`src/rtl/mapper_mem_responder.sv`:
```
// mapper_mem_responder: turns mapper RAM requests into single registered
// memory accesses and returns read data to the CPU, stretching the CPU cycle
// with cpu_wait until the memory acknowledges.
// Optional feature: define MAPPER_RESP_CACHE_EN to add a one-entry read cache
// that answers repeated reads of the same address without a memory access.
//
// state | meaning
// ------+------------------------------------------------------------------
// IDLE  | no access in flight; a request on ram_cs is accepted here
// BUSY  | memory access issued, waiting for mem_ack
// HOLD  | access served; waiting for ram_cs to drop so it is served only once
module mapper_mem_responder #(
    parameter int ADDR_W = 27,
    parameter int DATA_W = 8
) (
    input  logic              clk,
    input  logic              reset,
    input  logic              ram_cs,
    input  logic [ADDR_W-1:0] ram_addr,
    input  logic              ram_rnw,
    input  logic [DATA_W-1:0] cpu_wdata,
    output logic [DATA_W-1:0] cpu_rdata,
    output logic              cpu_wait,
    output logic              mem_req,
    output logic [ADDR_W-1:0] mem_addr,
    output logic              mem_we,
    output logic [DATA_W-1:0] mem_wdata,
    input  logic              mem_ack,
    input  logic [DATA_W-1:0] mem_rdata
);

    typedef enum logic [1:0] {
        S_IDLE = 2'd0,
        S_BUSY = 2'd1,
        S_HOLD = 2'd2
    } state_t;

    state_t state;
    state_t state_nxt;

    logic              cache_hit;
    logic [DATA_W-1:0] hit_data;
    logic              issue;
    logic              done;
    logic              hit_go;

`ifdef MAPPER_RESP_CACHE_EN
    logic              cache_vld;
    logic [ADDR_W-1:0] cache_addr;
    logic [DATA_W-1:0] cache_data;

    assign cache_hit = cache_vld && ram_rnw && (ram_addr == cache_addr);
    assign hit_data  = cache_data;

    // Cache entry: refilled by every completed read, kept coherent by writes
    // that complete to the cached address.
    always_ff @(posedge clk) begin
        if (reset) begin
            cache_vld  <= 1'b0;
            cache_addr <= '1;
            cache_data <= '0;
        end else if (done) begin
            if (!mem_we) begin
                cache_vld  <= 1'b1;
                cache_addr <= mem_addr;
                cache_data <= mem_rdata;
            end else if (cache_vld && (mem_addr == cache_addr)) begin
                cache_data <= mem_wdata;
            end
        end
    end
`else
    assign cache_hit = 1'b0;
    assign hit_data  = '0;
`endif

    // State register.
    always_ff @(posedge clk) begin
        if (reset) begin
            state <= S_IDLE;
        end else begin
            state <= state_nxt;
        end
    end

    // Next-state decode, wait-state request and datapath strobes.
    always_comb begin
        state_nxt = state;
        cpu_wait  = 1'b0;
        issue     = 1'b0;
        done      = 1'b0;
        hit_go    = 1'b0;
        case (state)
            S_IDLE: begin
                if (ram_cs) begin
                    cpu_wait = 1'b1;
                    if (cache_hit) begin
                        hit_go    = 1'b1;
                        state_nxt = S_HOLD;
                    end else begin
                        issue     = 1'b1;
                        state_nxt = S_BUSY;
                    end
                end
            end
            S_BUSY: begin
                cpu_wait = 1'b1;
                if (mem_ack) begin
                    done      = 1'b1;
                    state_nxt = S_HOLD;
                end
            end
            S_HOLD: begin
                if (!ram_cs) begin
                    state_nxt = S_IDLE;
                end
            end
            default: begin
                state_nxt = S_IDLE;
            end
        endcase
    end

    // Memory request registers and CPU read data; the request fields are
    // captured once at issue so mapper changes during the access are ignored.
    always_ff @(posedge clk) begin
        if (reset) begin
            mem_req   <= 1'b0;
            mem_we    <= 1'b0;
            mem_addr  <= '1;
            mem_wdata <= '0;
            cpu_rdata <= '1;
        end else if (issue) begin
            mem_req   <= 1'b1;
            mem_addr  <= ram_addr;
            mem_we    <= ~ram_rnw;
            mem_wdata <= cpu_wdata;
        end else if (done) begin
            mem_req <= 1'b0;
            if (!mem_we) begin
                cpu_rdata <= mem_rdata;
            end
        end else if (hit_go) begin
            cpu_rdata <= hit_data;
        end
    end

endmodule

```
`config.mk`:
```
export PLATFORM = sky130hd
export DESIGN_NAME = mapper_mem_responder
export DESIGN_NICKNAME = d
export VERILOG_FILES = /design/src/rtl/mapper_mem_responder.sv
export SDC_FILE = /design/constraint.sdc
export NUM_CORES = 1
export LEC_CHECK = 0
export CAP_MARGIN = 0
export CORE_AREA = 5 5 76 78
export DETAILED_ROUTE_END_ITERATION = 8
export DIE_AREA = 0 0 81 83
export PLACE_DENSITY = 0.77
export SYNTH_ARGS = -nofsm -noshare
export SYNTH_HDL_FRONTEND = slang
export SYNTH_SLANG_ARGS = --single-unit
```
`constraint.sdc`:
```
create_clock -name clk -period 1.5 [get_ports clk]
set_input_delay 0.15 -clock clk [delete_from_list [all_inputs] [get_ports clk]]
set_output_delay 0.15 -clock clk [all_outputs]
set_load 0.02 [all_outputs]
```
; ---- Word level (Yosys, flattened, before mapping)
; Cells that the tools add are included.
[op_classes]
eq_ne = 5
muxes = 13
bitwise = 3
n_reduce_logical = 4
[ops]
columns = cell, n
row1 = $mux W8, 2
row2 = $mux W1, 6
row3 = $mux W2, 3
row4 = $ne A2 B2 Y1 const B, 3
row5 = $pmux W2 S3, 1
row6 = $reduce_and A3 Y1, 2
row7 = $not A1 Y1, 3
row8 = $eq A2 B1 Y1 const B, 1
row9 = $eq A2 B2 Y1 const B, 1
row10 = $logic_not A2 Y1, 1
row11 = $pmux W1 S2, 1
row12 = $reduce_bool A2 Y1, 1
[totals]
ff_bits = 47
input_bits = 48
output_inout_bits = 46
word_cells = 31

; ---- Logic depth before layout (Yosys ltp)
[depth]
word_depth = 4
depth_mapped = 6
ltp_nobuf = 3

; ---- Worst setup path after synthesis
; No wires, ideal clock.
[synth_path]
path_type = reg-to-reg
startpoint = reg state[1]
endpoint = reg mem_addr[10]
setup_time_ns = 0.118
t_arrival_ns = 1.201
required_time_ns = 1.382
slack_ns = 0.181
path_stages_with_launch = 7
n_path_buf = 3
synth_period_minus_slack_ns = 1.319
cell_sequence = dfxtp_1 > buf_6 > or3b_4 > buf_6 > buf_8 > nor3_2 > nor2_1
[synth_between]
elab_chain_len = 2
[synth_lines]
columns = element, line
row1 = "start, declared", 38  ; state_t state;
row2 = "start signal, assigned", 82  ; state <= state_nxt;
row3 = $logic_not A2 Y1, 93  ; case (state)
row4 = $mux W1, 93
row5 = "end signal, assigned", 135  ; mem_addr <= ram_addr;
row6 = "end, declared", 25  ; output logic [ADDR_W-1:0] mem_addr,
; No other way between the ends.
; A chain may end at the register's enable or synchronous reset.

; ---- Worst setup path in the final report
[layout_path]
startpoint = reg mem_addr[16]
endpoint = out mem_addr[16]
; No word-level cell between the ends.

==> impl_results.md <==
- Status: completed
- Cells after Synth: 214
- Hold Buf Count CTS: 0
- I/O pin count: 94
- Die Area: 0.00672 mm2
- H-tree Lvls: 2
- Largest delay share family, worst path: buffers and inverters
- Compound-Gate Fraction of Synth Area: a little under 6%
- Final Hold Viols: 0
- Yosys cell types: 23
- Skew final: 0.00322 ns
- PwrDens: 949 mW/mm2
- Cells along the critical path: clkdlybuf4s50_1
- Crit share post-route: ~95%
- Crit. End Element: output pin
- Post-synthesis cell area: 0.00193 mm2
- Final #Nets: 350
- CP Launch Type: register
- Worst Path Required: 1.35 ns
- Pre-CTS setup slack: -0.0620 ns
- Worst-Skew Late Latency: between 0.2 and 0.3 ns
- Int Power: 2.09 mW
- Final ANT Viol Nets: 0
- Post-CTS sizing: 1
- Synthesis-to-layout area growth: 55.0%
- Crit path buf inv count: 1
- Yosys top cell area share: 48.6%
- Initial DRC count: 48
- Postcts setup bufs: 0
- Top_reg_cell synth: dfxtp_1
- Post-Syn Nets: roughly 260
- TNS Setup: 0 ns
- Clk network pwr share: 28.6%
- Drt via density: 4.66
- Critical Path Fanout Max: 2
- Area contributors post-synth: dfxtp_1 49%, nor3_2 14%, nor3_1 9.3%
- Post-Route WL: 4.62 mm
- VDD IR max: approximately 0.73 mV
- Fmax: 705 MHz
- GP Congestion: 0.785
- Largest area contributor in the netlist: dfxtp_1
- Clk slew on worst S/H paths: 0.09 ns
- Pre-antenna DRT Iters: 4
- Leakage: approximately 1.1 nW
- Final setup viols: 0
- Clk sinks: 47
- EDFF count, synth: 0
- Switch share: a little over a quarter
- Share of layout cells above drive strength 1: between 15 and 20%
- Post-synthesis simple-gate area fraction: approximately 37%
- Via count: 1740
- Top-count cell post-synth: dfxtp_1
- CP max stage cell: clkdlybuf4s50_1
- Antenna violations before repair: 0
- Post-route DRC: 0
- First-pass GRT wire length: 7.73 mm
- Post-synth ARST share: 0%
- Relative slew slack: 73.1%
- Initial core utilization: 38.6%
- Ant diodes: 0
- Sequential-to-total area share from yosys stat: 48.6%
- Setup WS post-layout: 0.0809 ns
- Kind of critical path: register to output pin
- Largest net degree at the start of global routing: 83
- Synth Area in Adders: 0%
- Die W: 81 um
- Yosys reg bits: 47
- Post-route minimum period: ~1.4 ns
- CP peak stage delay: around 0.63 ns
- Total Routing Usage GR: 14.2%
- Vias in the first global route: between 1500 and 2000
- Sequential Power Share: 48.3%
- Detailed-route wire length per cell: 12.4 um
- RSZ-0062 raised after global routing: false
- WHS: 0.400 ns
- Core area: between 0.005 and 0.006 mm2
- PortBufs: 93
- Worst-Margin Slew: 0.403 ns
- Sw power: 0.756 mW
- Largest family of logic cells by synthesized area: simple AND/OR/NAND/NOR gates
- Post-synth top cells: 47 x dfxtp_1, 38 x nor2_1, 36 x nor3_1
- Total global routing overflow: 0
- Max Buffers Root-to-Sink: 2
- Max_cap viols: 0
- Avg Cell Area, Syn: 9.04 um2
- Detailed Place HPWL: 3.41 mm
- Row cnt: 26
- Synth Warn #: 0
- Fin. max-slew vios: 0
- Worst Hold Class: input port to register
- Number of buffers created by CTS: 5
- Clock tree from TritonCTS: built
- XOR/XNOR share of the synthesized area: 0%
- Root buffer selected by CTS: clkbuf_8
- Arrival time at the worst endpoint: 1.27 ns
- Logic gate share of total power: 23.1%
- Die H: roughly 83 um
- Mux cell area share after synthesis: 0%
flip-flops by register name, summed over array words and instances (netlist names):
register	cells
mem_req	1
mem_we	1
mem_addr	27
state	2
mem_wdata	8
cpu_rdata	8
logic make-up (layout without fill, tap and decap cells):
kind of cell / Yosys count / count (layout)
DFF: 47 / 47
and+or+nand+nor: 124 / 124
AOI/OAI and AO/OA: 22 / 22
buffers and inverters: 21 / 110
area by class of cell:
| class | instances | area (um2) |
|---|---|---|
| Timing Repair Buffer | 101 | 1020 |
| Sequential cell | 47 | 941 |
| Inverter | 1 | 3.75 |
| Clock inverter | 1 | 7.51 |
| Clock buffer | 7 | 96.3 |
| Multi-Input combinational cell | 146 | 837 |
| Tap cell | 70 | 87.6 |
| Fill cell | 488 | 2010 |
cell usage in the layout, fill, tap and decap left out:
master | synthesis | final
clkbuf_8 | 0 | 7
and2b_2 | 1 | 1
nor3_1 | 36 | 36
a21oi_1 | 19 | 19
dlygate4sd2_1 | 0 | 1
buf_4 | 3 | 6
nand2_1 | 17 | 17
o21ai_0 | 1 | 1
or3b_4 | 1 | 1
nor3b_4 | 1 | 1
clkdlybuf4s50_1 | 0 | 91
dfxtp_1 | 47 | 47
nor2b_1 | 1 | 1
buf_12 | 0 | 3
nor2_1 | 38 | 38
and4bb_2 | 1 | 1
clkinvlp_4 | 0 | 1
nor3_2 | 27 | 27
inv_1 | 1 | 1
nand3b_1 | 1 | 1
o21bai_1 | 1 | 1
a211oi_1 | 1 | 1
per-stage QoR:
stage | cells | utilization, % | total power [mW] | area, um2
floorplan | 214 | - | 1.74 | 1930
global placement | 365 | 57.8 | 2.06 | 2900
detailed placement | 365 | 57.8 | 2.07 | 2900
CTS | 373 | 59.8 | 2.89 | 3000
global route | 373 | 59.8 | 3.00 | 3000
finish | 373 | 59.8 | 2.85 | 3000
power groups by stage:
stage | logic, mW | clock network [mW] | registers (mW)
6_report | 0.658 | 0.813 | 1.37
3_3_place_gp | 0.663 | 0 | 1.40
5_1_grt | 0.708 | 0.906 | 1.39
2_1_floorplan | 0.247 | 0 | 1.49
4_1_cts | 0.670 | 0.849 | 1.38
3_5_place_dp | 0.669 | 0 | 1.40
path summary, 6_finish.rpt:
| check | from | slack (ns) | to | cells past startpoint |
|---|---|---|---|---|
| max | mem_addr[16] | 0.08 | mem_addr[16] | 1 |
| min | reset | 0.40 | state[1] | 3 |
| max reg2reg | state[0] | 0.12 | mem_addr[23] | 5 |
| min reg2reg | mem_wdata[4] | 0.46 | mem_wdata[4] | 2 |
metal layers:
layer  wire, um  up-vias  track usage [%]
met1       1830      783             16.3
li1           -      892                -
met2       2280       59             24.0
met3        460        6             5.74
met5          0        -                0
met4         46        0             4.15
Note: power is estimated with default switching activity, not from simulation.
